`src/rtl/alu_result_stage_if.sv`:
```
// Handshake bundle between execute, the ALU result stage and the memory stage.
// The master side is the execute/memory environment; the slave side is the stage itself.
interface alu_result_stage_if #(
    parameter int DATA_W = 32,
    parameter int REG_W  = 5
);
    logic              in_valid;
    logic              in_ready;
    logic [2:0]        in_class;
    logic [DATA_W-1:0] in_result;
    logic              in_ne;
    logic              in_lt;
    logic              in_ovf;
    logic [REG_W-1:0]  in_rd;
    logic [DATA_W-1:0] in_target;
    logic              flush;
    logic              out_valid;
    logic              out_ready;
    logic [DATA_W-1:0] out_result;
    logic [REG_W-1:0]  out_rd;
    logic              out_we;
    logic              out_is_mem;
    logic              br_taken;
    logic [DATA_W-1:0] br_target;

    modport master (
        output in_valid, in_class, in_result, in_ne, in_lt, in_ovf, in_rd, in_target,
        output flush, out_ready,
        input  in_ready, out_valid, out_result, out_rd, out_we, out_is_mem,
        input  br_taken, br_target
    );

    modport slave (
        input  in_valid, in_class, in_result, in_ne, in_lt, in_ovf, in_rd, in_target,
        input  flush, out_ready,
        output in_ready, out_valid, out_result, out_rd, out_we, out_is_mem,
        output br_taken, br_target
    );
endinterface

```
`src/rtl/alu_result_stage.sv`:
```
// Execute-to-memory register with 2-entry skid buffer, branch resolution and flush.
// Optional macro ALU_OVF_STATUS_EN remaps ADD/SUB/ADDI overflow into a status write to EXC_REG.
module alu_result_stage #(
    parameter int DATA_W  = 32,
    parameter int REG_W   = 5,
    parameter int EXC_REG = 30
) (
    input logic             clock,
    input logic             reset,
    alu_result_stage_if.slave bus
);

`ifdef ALU_OVF_STATUS_EN
    localparam bit OVF_EN = 1'b1;
`else
    localparam bit OVF_EN = 1'b0;
`endif

    localparam logic [2:0] C_NOP  = 3'd0;
    localparam logic [2:0] C_ADD  = 3'd1;
    localparam logic [2:0] C_SUB  = 3'd2;
    localparam logic [2:0] C_ADDI = 3'd3;
    localparam logic [2:0] C_BNE  = 3'd5;
    localparam logic [2:0] C_BLT  = 3'd6;
    localparam logic [2:0] C_MEM  = 3'd7;

    typedef struct packed {
        logic [DATA_W-1:0] result;
        logic [REG_W-1:0]  rd;
        logic              we;
        logic              is_mem;
    } entry_t;

    typedef enum logic [1:0] {EMPTY, ONE, FULL} state_t;

    function automatic logic [DATA_W-1:0] status_code(input logic [2:0] cls);
        logic [DATA_W-1:0] code;
        code = '0;
        case (cls)
            C_ADD:   code = DATA_W'(1);
            C_SUB:   code = DATA_W'(3);
            C_ADDI:  code = DATA_W'(2);
            default: code = '0;
        endcase
        return code;
    endfunction

    function automatic entry_t form_entry(input logic [2:0]        cls,
                                          input logic [DATA_W-1:0] res,
                                          input logic [REG_W-1:0]  rd,
                                          input logic              ovf);
        entry_t e;
        e.result = res;
        e.rd     = rd;
        e.we     = (cls != C_MEM);
        e.is_mem = (cls == C_MEM);
        if (OVF_EN && ovf && (cls == C_ADD || cls == C_SUB || cls == C_ADDI)) begin
            e.result = status_code(cls);
            e.rd     = REG_W'(EXC_REG);
            e.we     = 1'b1;
        end
        // Register 0 is hardwired; checked after any remap so the final rd decides.
        if (e.rd == '0) e.we = 1'b0;
        return e;
    endfunction

    state_t            state_q;
    entry_t            head_q;
    entry_t            skid_q;
    logic              in_ready_q;
    logic              br_taken_q;
    logic [DATA_W-1:0] br_target_q;

    logic   accept;
    logic   is_branch;
    logic   enq;
    logic   deq;
    logic   taken;
    entry_t new_e;

    always_comb begin
        accept    = bus.in_valid & in_ready_q & ~bus.flush;
        is_branch = (bus.in_class == C_BNE) || (bus.in_class == C_BLT);
        enq       = accept && !is_branch && (bus.in_class != C_NOP);
        deq       = (state_q != EMPTY) && bus.out_ready;
        taken     = accept && (((bus.in_class == C_BNE) && bus.in_ne) ||
                               ((bus.in_class == C_BLT) && bus.in_lt));
        new_e     = form_entry(bus.in_class, bus.in_result, bus.in_rd, bus.in_ovf);
    end

    always_ff @(posedge clock or negedge reset) begin
        if (!reset) begin
            state_q     <= EMPTY;
            head_q      <= '0;
            skid_q      <= '0;
            in_ready_q  <= 1'b1;
            br_taken_q  <= 1'b0;
            br_target_q <= '0;
        end else begin
            br_taken_q  <= taken;
            br_target_q <= taken ? bus.in_target : '0;
            if (bus.flush) begin
                state_q    <= EMPTY;
                in_ready_q <= 1'b1;
            end else begin
                case (state_q)
                    EMPTY: begin
                        if (enq) begin
                            head_q  <= new_e;
                            state_q <= ONE;
                        end
                    end
                    ONE: begin
                        if (enq && deq) begin
                            head_q <= new_e;
                        end else if (enq) begin
                            skid_q     <= new_e;
                            state_q    <= FULL;
                            in_ready_q <= 1'b0;
                        end else if (deq) begin
                            state_q <= EMPTY;
                        end
                    end
                    FULL: begin
                        // No accept is possible here, so only a retire moves the skid entry up.
                        if (deq) begin
                            head_q     <= skid_q;
                            state_q    <= ONE;
                            in_ready_q <= 1'b1;
                        end
                    end
                    default: begin
                        state_q    <= EMPTY;
                        in_ready_q <= 1'b1;
                    end
                endcase
            end
        end
    end

    assign bus.in_ready   = in_ready_q;
    assign bus.out_valid  = (state_q != EMPTY);
    assign bus.out_result = head_q.result;
    assign bus.out_rd     = head_q.rd;
    assign bus.out_we     = head_q.we;
    assign bus.out_is_mem = head_q.is_mem;
    assign bus.br_taken   = br_taken_q;
    assign bus.br_target  = br_target_q;

endmodule

```
`src/flat_wrapper.sv`:
```
// flat-port wrapper written by rule: the top's interface ports become plain ports
module alu_result_stage_flat 
#(
    parameter int DATA_W  = 32,
    parameter int REG_W   = 5,
    parameter int EXC_REG = 30
)
  (clock, reset, bus_in_valid, bus_in_class, bus_in_result, bus_in_ne, bus_in_lt, bus_in_ovf, bus_in_rd, bus_in_target, bus_flush, bus_out_ready, bus_in_ready, bus_out_valid, bus_out_result, bus_out_rd, bus_out_we, bus_out_is_mem, bus_br_taken, bus_br_target);
  alu_result_stage_if #(.DATA_W(DATA_W), .REG_W(REG_W)) bus_i ();
  input logic clock;
  input logic reset;
  input wire logic [$bits(bus_i.in_valid)-1:0] bus_in_valid;
  input wire logic [$bits(bus_i.in_class)-1:0] bus_in_class;
  input wire logic [$bits(bus_i.in_result)-1:0] bus_in_result;
  input wire logic [$bits(bus_i.in_ne)-1:0] bus_in_ne;
  input wire logic [$bits(bus_i.in_lt)-1:0] bus_in_lt;
  input wire logic [$bits(bus_i.in_ovf)-1:0] bus_in_ovf;
  input wire logic [$bits(bus_i.in_rd)-1:0] bus_in_rd;
  input wire logic [$bits(bus_i.in_target)-1:0] bus_in_target;
  input wire logic [$bits(bus_i.flush)-1:0] bus_flush;
  input wire logic [$bits(bus_i.out_ready)-1:0] bus_out_ready;
  output wire logic [$bits(bus_i.in_ready)-1:0] bus_in_ready;
  output wire logic [$bits(bus_i.out_valid)-1:0] bus_out_valid;
  output wire logic [$bits(bus_i.out_result)-1:0] bus_out_result;
  output wire logic [$bits(bus_i.out_rd)-1:0] bus_out_rd;
  output wire logic [$bits(bus_i.out_we)-1:0] bus_out_we;
  output wire logic [$bits(bus_i.out_is_mem)-1:0] bus_out_is_mem;
  output wire logic [$bits(bus_i.br_taken)-1:0] bus_br_taken;
  output wire logic [$bits(bus_i.br_target)-1:0] bus_br_target;
  assign bus_i.in_valid = bus_in_valid;
  assign bus_i.in_class = bus_in_class;
  assign bus_i.in_result = bus_in_result;
  assign bus_i.in_ne = bus_in_ne;
  assign bus_i.in_lt = bus_in_lt;
  assign bus_i.in_ovf = bus_in_ovf;
  assign bus_i.in_rd = bus_in_rd;
  assign bus_i.in_target = bus_in_target;
  assign bus_i.flush = bus_flush;
  assign bus_i.out_ready = bus_out_ready;
  assign bus_in_ready = bus_i.in_ready;
  assign bus_out_valid = bus_i.out_valid;
  assign bus_out_result = bus_i.out_result;
  assign bus_out_rd = bus_i.out_rd;
  assign bus_out_we = bus_i.out_we;
  assign bus_out_is_mem = bus_i.out_is_mem;
  assign bus_br_taken = bus_i.br_taken;
  assign bus_br_target = bus_i.br_target;
  alu_result_stage #(.DATA_W(DATA_W), .REG_W(REG_W), .EXC_REG(EXC_REG)) u_core (.clock(clock), .reset(reset), .bus(bus_i));
endmodule
```
`config.mk`:
```
export PLATFORM = sky130hd
export DESIGN_NAME = alu_result_stage_flat
export DESIGN_NICKNAME = d
export VERILOG_FILES = /design/src/rtl/alu_result_stage_if.sv /design/src/rtl/alu_result_stage.sv /design/src/flat_wrapper.sv
export SDC_FILE = /design/constraint.sdc
export NUM_CORES = 1
export LEC_CHECK = 0
export CORE_UTILIZATION = 41
export DETAILED_ROUTE_END_ITERATION = 6
export PLACE_DENSITY = 0.76
export SLEW_MARGIN = 5
export SYNTH_ARGS = -nofsm -noshare
export SYNTH_HDL_FRONTEND = slang
export SYNTH_SLANG_ARGS = --single-unit
```
`constraint.sdc`:
```
create_clock -name clock -period 1.8 [get_ports clock]
set_input_delay 0.36 -clock clock [delete_from_list [all_inputs] [get_ports clock]]
set_output_delay 0.36 -clock clock [all_outputs]
set_load 0.02 [all_outputs]
```
; ---- Word level (Yosys, flattened, before mapping)
; Index checks and enable logic that the tools add are counted.
[word_totals]
out_inout_bits = 74
word_cells = 68
in_bits = 80
regBits = 114
[op_classes]
n_eq_ne = 15
reduce_logical = 19
n_bitwise = 4
n_mux = 18
[op_table]
columns = op, count
row1 = $mux 39, 3
row2 = $pmux 39 s3, 1
row3 = $mux 32, 1
row4 = $mux 2, 6
row5 = $reduce_and 4->1, 3
row6 = $eq 3x3->1 const B, 3
row7 = $ne 3x2->1 const B, 3
row8 = $logic_and 1x1->1, 7
row9 = $ne 2x1->1 const B, 3
row10 = $ne 3x3->1 const B, 2
row11 = $pmux 2 s3, 1
row12 = $reduce_bool 3->1, 2
row13 = $logic_not 5->1, 1
row14 = $mux 1, 5
row15 = $reduce_and 5->1, 1
row16 = $ne 4x2->1 const B, 1
row17 = $pmux 1 s3, 1
row18 = $and 1x1->1, 2
row19 = $eq 2x1->1 const B, 1
row20 = $eq 2x2->1 const B, 1
row21 = $logic_not 2->1, 1
row22 = $logic_or 1x1->1, 2
row23 = $ne 2x2->1 const B, 1
row24 = $not 1->1, 2
row25 = 2 further kinds, 2

; ---- Logic depth before layout (Yosys ltp)
; Gate-level depths: netlist of run 1.
[depth]
word_depth = 9
depth_mapped = 6
mapped_depth_nobuf = 4

; ---- Worst setup path before layout of run 1
; No wires, ideal clock.
[synth_timing]
kind = register -> register
from = reg u_core.in_ready_q (netlist: u_core.bus.in_ready)
to = reg u_core.skid_q[10] in the netlist's numbering
arrival_time_ns = 1.742
synth_period_minus_slack_ns = 1.867
setup_slack_ns = -0.067
required_ns = 1.675
path_stages_with_launch = 6
setup_time_ns = 0.125
path_buffers = 1
path_cell_list = dfstp_2 > and3b_1 > o211ai_2 > nor3b_2 > buf_2 > mux2_2
[synth_between]
elab_chain_cells = 7
[synth_rtl]
columns = element, line
row1 = start: declaration, alu_result_stage.sv:70  ; logic in_ready_q;
row2 = start signal: assignment, alu_result_stage.sv:96  ; in_ready_q <= 1'b1;
row3 = start signal: assignment, alu_result_stage.sv:104  ; in_ready_q <= 1'b1;
row4 = start signal: assignment, alu_result_stage.sv:119  ; in_ready_q <= 1'b0;
row5 = $and 1x1->1 (*) (2 in series), alu_result_stage.sv:82  ; accept = bus.in_valid & in_ready_q & ~bus.flush;
row6 = $logic_and 1x1->1 (*) (2 in series), alu_result_stage.sv:84  ; enq = accept && !is_branch && (bus.in_class != C_NOP);
row7 = $logic_and 1x1->1, alu_result_stage.sv:114  ; if (enq && deq) begin
row8 = $not 1->1 (no line), n/a
row9 = $reduce_and 4->1 (no line) (*), n/a
row10 = end signal: assignment, alu_result_stage.sv:117  ; skid_q <= new_e;
row11 = end: declaration, alu_result_stage.sv:69  ; entry_t skid_q;
; Every way passes the cells marked *; elsewhere a longest branch is shown, timed or not.
; A chain may end at the register's enable or synchronous reset.

; ---- Worst setup path after layout of run 1
[layout_timing]
from = in bus_flush
to = reg u_core.head_q, in the netlist u_core.bus.out_result[17]
[layout_between]
elab_chain_cells = 7
elab_cells_between_ends = 8
cone_classes = 2 x eq/ne / 2 x bitwise / 4 x reduce/logical
[layout_rtl]
columns = element, line
row1 = start: declaration, flat_wrapper.sv:20  ; input wire logic [$bits(bus_i.flush)-1:0] bus_flush;
row2 = $not 1->1 (no line) (*), n/a
row3 = $and 1x1->1, alu_result_stage.sv:82
row4 = $logic_and 1x1->1 (2 in series), alu_result_stage.sv:84
row5 = $logic_and 1x1->1, alu_result_stage.sv:114
row6 = $ne 2x1->1 (no line), n/a
row7 = $reduce_and 5->1 (no line) (*), n/a
row8 = end signal: assignment, alu_result_stage.sv:109  ; head_q <= new_e;
row9 = end signal: assignment, alu_result_stage.sv:115  ; head_q <= new_e;
row10 = end signal: assignment, alu_result_stage.sv:127  ; head_q <= skid_q;
row11 = end: declaration, alu_result_stage.sv:68  ; entry_t head_q;
; Marked as above.

==> qor.csv, run 1 <==
metric,value,unit
synthDominantCellAreaShare,60.28,%
avgSynthCellArea,15.18,um^2
antenna_found_initial,0,
fin_crit_sh,103.4,%
hold_violations,0,
cts_tree,yes,
clock.fmax,537.3,MHz
fp-row-count,38,
power_density,1097,nW/um^2
wl_per_cell,17.21,um
critical-path-max-stage-delay,500,ps
grt_overflow_total,0,
reg2reg_from,u_core.bus.in_ready,
synth.most_common_cell,dfrtp_1,
clock_latency,410,ps
violations,setup timing,
rsz0062_at_grt,yes,
vdd_drop_max,674.4,uV
path_class,input port to register,
placeableCoreArea,10980,um^2
die_w,109.0,um
final_area,7385,um^2
htreeDepth,4,
r2r_cells,5,
end_kind,register,
syn_inst,309,
crit_end,u_core.bus.out_result[17],
yosysSeqAreaShare,60.84,%
areaGrowthSynthToFinish,57.43,%
synth.distinct_cells,30,
place.gp.congestion,0.7504,
synth_largest_area_cell,dfrtp_1,
clk_pin_slew,50,ps
synth.yosys.warnings,0,
synth_commonest_cells,"113 x dfrtp_1, 107 x mux2_2, 32 x and2_1, 9 x buf_2, 9 x mux2_4",
clock-root-buffer,clkbuf_16,
drive_gt1_share,36.06,%
cts_buffer_depth,2,
setup_viol,68,
die_area,11870,um^2
ys_top_cells_by_area,"dfrtp_1 60%, mux2_2 26%, and2_1 4.3%, mux2_4 2.9%, buf_2 0.96%",
clock_skew,4.532,ps
slew_viol_final,0,
r2r_setup_slack,-30,ps
dp_hpwl,7.249,mm
cts_buffers,17,
num_vias,3125,
drc,0,
required,2090,ps
dr.first_iter.drc_count,67,
grtUsageTotal,20.25,%
fin_total_pwr,8.098,mW
grt_pass1_wl,17.41,mm
setup-tns-final,-1542,ps
path_max_fanout,15,
ios,154,
cp_slowest_cell,or4bb_1,
ant_nets,0,
finalWirelength,11.05,mm
nets,572,
antennaDiodeCount,0,
start_util,42.71,%
setup_ws,-61.27,ps
period_minus_slack,1861,ps
grt_pass1_vias,3422,
ys_async_sr_fraction,100.0,%
synth_edf_count,0,
ys_ff_latch,114,
maxCapViolCount,0,
syn_nets,389,
grt_max_degree,46,
status,"complete, but fails checks",
ys.flop_type,dfrtp_1,
place_ws,-455.2,ps
rr_endpoint,u_core.bus.out_result[17],
arrival,2150,ps
tightestPinTransition,415.6,ps
relSlewSlack,72.29,%
placed_area,6635,um^2
path_cells,"clkdlybuf4s50_1, buf_4, or4bb_1, o31a_2, buf_12, mux2_4",
hold_path.class,input port to async pin,
netlist_area,4691,um^2
startpoint_type,input port,
p_leak,3.307,nW
die_height,109.0,um
cp-startpoint,bus_flush,
dr.pass1.iters,4,
portBuffers,152,
clock_sinks,114,
via_per_inst,4.868,
[worst min path at each step]
stage | cells after the start | startpoint | end | slack, ps
5_1_grt | 2 | reset | u_core.bus.br_target[21] | 460
2_1_floorplan | 0 | reset | u_core.bus.br_taken | 60
3_5_place_dp | 1 | reset | u_core.bus.br_target[10] | 330
6_report | 2 | reset | u_core.bus.br_target[20] | 440
4_1_cts | 2 | reset | u_core.bus.br_target[10] | 430
3_3_place_gp | 1 | reset | u_core.bus.br_target[21] | 320
[power by group]
group	internal (mW)	switching, mW	leakage, nW
registers	3.03	0.247	1.47
clock network	1.86	1.07	0.260
logic	1.16	0.728	1.57
total	6.05	2.05	3.31
[critical path, delay by kind of cell]
family	cells	cell delay, ps
AOI/OAI and AO/OA	1	200
buffers and inverters	3	770
muxes	1	310
and+or+nand+nor	1	500
[kinds of logic after synthesis]
kind of cell              count (synthesis)  share of synthesized area (%)
AOI/OAI and AO/OA                         9                          1.387
and+or+nand+nor                          50                          6.668
muxes                                   118                          28.99
DFF                                     114                          60.84
buffers and inverters                    17                          1.920
xor gates and xnor gates                  1                         0.1868
[area by class of cell]
type / instances / area [um^2]
Clock inverter: 6 / 32.53
Timing Repair Buffer: 180 / 1904
Inverter: 1 / 3.754
Multi-Input combinational cell: 178 / 1926
Tap cell: 140 / 175.2
Fill cell: 788 / 3598
Sequential cell: 114 / 2855
Clock buffer: 23 / 488.0
[sequential cells by signal (all words and copies together), names as in the netlist]
name and cells:
u_core.skid_q 39, u_core.bus.br_target 32, u_core.bus.out_result 32, u_core.bus.out_rd 5, u_core.state_q 2, u_core.bus.br_taken 1
u_core.bus.in_ready 1, u_core.bus.out_is_mem 1, u_core.bus.out_we 1
[cell usage in the layout (no fill, tap or decap), types with 2 or more instances in the layout]
cell type / n
clkdlybuf4s50_1: 148
dfrtp_1: 112
mux2_2: 68
mux2_4: 48
and2_1: 32
clkbuf_16: 18
buf_4: 13
buf_12: 8
clkinv_2: 5
nor2_1: 4
clkbuf_8: 4
o21ai_0: 3
buf_6: 3
nand2_1: 2
nand3b_1: 2
and3_1: 2
mux2i_1: 2
clkbuf_1: 2
buf_16: 2
[timing repair]
action | CTS | global route
hold buffers | 1 | 0
setup buffers | 2 | 1
pin swaps | 0 | 1
setup endpoints to repair | 71 | 79
gates cloned | 2 | 1
endpoints found under the hold margin | 28 | 0
resized for setup | 31 | 7
[stage by stage]
step / cells / hold slack [ps] / util (%)
after detailed placement: 606 / 327.7 / 60.41
after global routing: 642 / 459.8 / 67.24
after floorplan: 309 / 64.41 / -
after global placement: 606 / 320.4 / 60.41
after CTS: 640 / 431.1 / 66.74
final: 642 / 439.1 / 67.24
[per-layer routing]
metal  GRT usage, %  up-vias  part of all wire, %
met1          22.69     1555                   39
met2          31.99      119                   49
met5              0        -                    0
met4          10.23        0                  1.8
li1               -     1435                    -
met3          9.803       16                  9.6
Note: power is estimated with default switching activity, not from simulation.
==> run 2, diff against run 1 <==
Settings changed: SLEW_MARGIN 5 to 15.
==> results of run 2 <==
The final DEF is identical to that of run 1; final timing and power are the same.
==> run 3, diff against run 2 <==
Settings changed: CTS_BUF_LIST set to sky130_fd_sc_hd__clkbuf_16.
==> run 3 against run 2 <==
  * The run still ends with setup timing left
  * Worst hold slack improved by 1.8 ps
  * First-iteration DRC count is 31% higher
  * Cell count up 0.16%
  * Non-clock buffer count increased by 1
  * Global-route usage is 0.73 points lower
  * Critical path depth unchanged
  * Die area stayed put
  * Sequential power hardly changed
  * Sequential cell count did not move
  * Register-to-register slack about the same
  * Critical path type unchanged
==> qor.csv, run 3 (synthesis results as in run 1) <==
metric,value,unit,change
tightestPinTransition,415.9,ps,was 415.6 ps
combPwrFrac,23.9,%,was 23.3%
clk_pin_slew,50,ps,about the same
largest_register_ffs,39,,unchanged
ant_nets,0,,unchanged
path_class,input port to register,,unchanged
p_seq_share,41.4,%,was 40.4%
dp_hpwl,7.249,mm,unchanged
violations,setup timing,,unchanged
status,"complete, but fails checks",,unchanged
clock_sinks,114,,unchanged
via_per_inst,4.846,,was 4.868
startpoint_type,input port,,unchanged
clock-root-buffer,clkbuf_16,,unchanged
dr.first_iter.drc_count,88,,was 67
cp-startpoint,bus_flush,,unchanged
dr.pass1.iters,4,,unchanged
placed_cells,606,,unchanged
p_int,5.869,mW,was 6.050 mW
portBuffers,152,,unchanged
required,2090,ps,about the same
drive_gt1_share,35.39,%,was 36.06%
antenna_found_initial,0,,unchanged
cp_slowest_cell,or4bb_1,,unchanged
rsz0062_at_grt,yes,,unchanged
wl_per_cell,17.07,um,was 17.21 um
fin_crit_sh,102.8,%,was 103.4%
path_max_fanout,15,,unchanged
die_height,109.0,um,unchanged
maxCapViolCount,0,,unchanged
end_kind,register,,unchanged
die_area,11870,um^2,unchanged
finalWirelength,10.98,mm,was 11.05 mm
grt_overflow_total,0,,unchanged
grt_max_degree,46,,unchanged
htreeDepth,4,,unchanged
cts_tree,yes,,unchanged
antennaDiodeCount,0,,unchanged
period_minus_slack,1850,ps,was 1861 ps
final_cells,643,,was 642
largest_register,u_core.skid_q,,unchanged
vdd_drop_max,666.1,uV,was 674.4 uV
slew_viol_final,0,,unchanged
setup-tns-final,-788.1,ps,was -1542 ps
mostFrequentLayoutCell,clkdlybuf4s50_1,,unchanged
fp-row-count,38,,unchanged
cts_buffer_depth,2,,unchanged
die_w,109.0,um,unchanged
netSwitchingPower,2.047,mW,was 2.048 mW
path_cells,"clkdlybuf4s50_1, buf_4, or4bb_1, o31a_2, buf_12, mux2_4",,unchanged
clock_latency,410,ps,about the same
areaGrowthSynthToFinish,56.66,%,was 57.43%
placeableCoreArea,10980,um^2,unchanged
p_leak,3.287,nW,was 3.307 nW
rr_endpoint,u_core.bus.out_result[17],,unchanged
power_density,1077,nW/um^2,was 1097 nW/um^2
hold_path.class,input port to async pin,,unchanged
grt_pass1_vias,3350,,was 3422
arrival,2140,ps,was 2150 ps
num_vias,3116,,was 3125
hold_violations,0,,unchanged
critical-path-max-stage-delay,500,ps,about the same
ios,154,,unchanged
reg2reg_from,u_core.bus.in_ready,,unchanged
clock.fmax,540.5,MHz,was 537.3 MHz
place.gp.congestion,0.7504,,unchanged
drc,0,,unchanged
grt_pass1_wl,16.85,mm,was 17.41 mm
relSlewSlack,72.27,%,was 72.29%
start_util,42.71,%,unchanged
p_clk_share,34.8,%,was 36.2%
mostFrequentLayoutCells,"149 x clkdlybuf4s50_1, 112 x dfrtp_1, 68 x mux2_2",,"was 148 x clkdlybuf4s50_1, 112 x dfrtp_1, 68 x mux2_2"
r2r_setup_slack,-20,ps,was -30 ps
grtUsageTotal,19.52,%,was 20.25%
n_fill_cell,788,,unchanged
cts_buffers,17,,unchanged
nets,573,,was 572
clock_skew,6.308,ps,was 4.532 ps
setup_ws,-50.00,ps,was -61.27 ps
r2r_cells,5,,unchanged
setup_viol,37,,was 68
sw_frac_of_total,25.86,%,was 25.29%
run 3: changes by cell type in the layout (fill, tap and decap cells not counted):
cell	before	now
clkbuf_8	4	0
clkinv_1	0	4
buf_16	2	0
clkbuf_1	2	0
clkbuf_16	18	20
inv_1	1	3
buf_6	3	4
clkdlybuf4s50_1	148	149
dlymetal6s2s_1	1	0
run 3: worst max path at each step:
stage                                      to  slack, ps  depth (start not counted)
floorplan           u_core.bus.out_result[11]        -60                          6
global placement            u_core.skid_q[28]       -410                          6
detailed placement  u_core.bus.out_result[17]       -460                          6
CTS                          u_core.skid_q[3]        -70                          6
global route                u_core.skid_q[17]        -80                          6
finish              u_core.bus.out_result[17]        -50                          6
run 3: per-stage QoR:
stage                     setup slack, ps  hold WS (ps)  util (%)  power (mW)  instance area [um^2]
after global placement             -411.7         320.4     60.41       5.060                  6635
after global routing               -79.20         459.9     66.91       8.278                  7348
after detailed placement           -455.2         327.7     60.41       5.121                  6635
after CTS                          -72.28         433.1     65.35       7.937                  7177
after floorplan                    -57.98         64.41         -       4.179                  4768
final                              -50.00         440.9     66.91       7.915                  7348
run 3: worst max-delay path, delay by kind of cell:
family / cells / cell delay, ps
AO/OA/AOI/OAI: 1 / 190
buffers and inverters: 3 / 760
multiplexers: 1 / 310
AND/OR/NAND/NOR: 1 / 500
run 3: cell type report:
class                      instances  area, um^2  share of cell area (%)
tap                              140       175.2                   2.384
clock buffer                      17       425.4                   5.789
timing repair buffer             181        1908                   25.97
sequential                       114        2855                   38.86
inverter                           1       3.754                 0.05108
multi-input combinational        178        1926                   26.20
clock inverter                    12       55.05                  0.7492
run 3: power by group through the flow:
stage                     Sequential (mW)  Clock, mW  Combinational [mW]
after floorplan                      3.57          0               0.612
after global placement               3.28          0                1.78
after detailed placement             3.30          0                1.82
after CTS                            3.27       2.82                1.85
after global routing                 3.33       2.94                2.01
final                                3.27       2.75                1.89
run 3: timing repair:
action | 4_1_cts | 5_1_grt
resized for setup | 13 | 22
setup buffers | 2 | 1
pin swaps | 1 | 1
endpoints found under the setup margin | 71 | 78
endpoints found under the hold margin | 28 | 0
hold buffers | 1 | 0
gates cloned | 0 | 4
run 3: per-layer routing:
metal | share of wire, % | track usage (%) | wire length (um) | up-vias
met2 | 49 | 30.55 | 5371 | 118
met5 | 0 | 0 | 0 | -
met3 | 9.7 | 9.504 | 1069 | 16
met1 | 40 | 22.22 | 4353 | 1541
met4 | 1.6 | 9.556 | 181 | 0
li1 | - | - | - | 1441
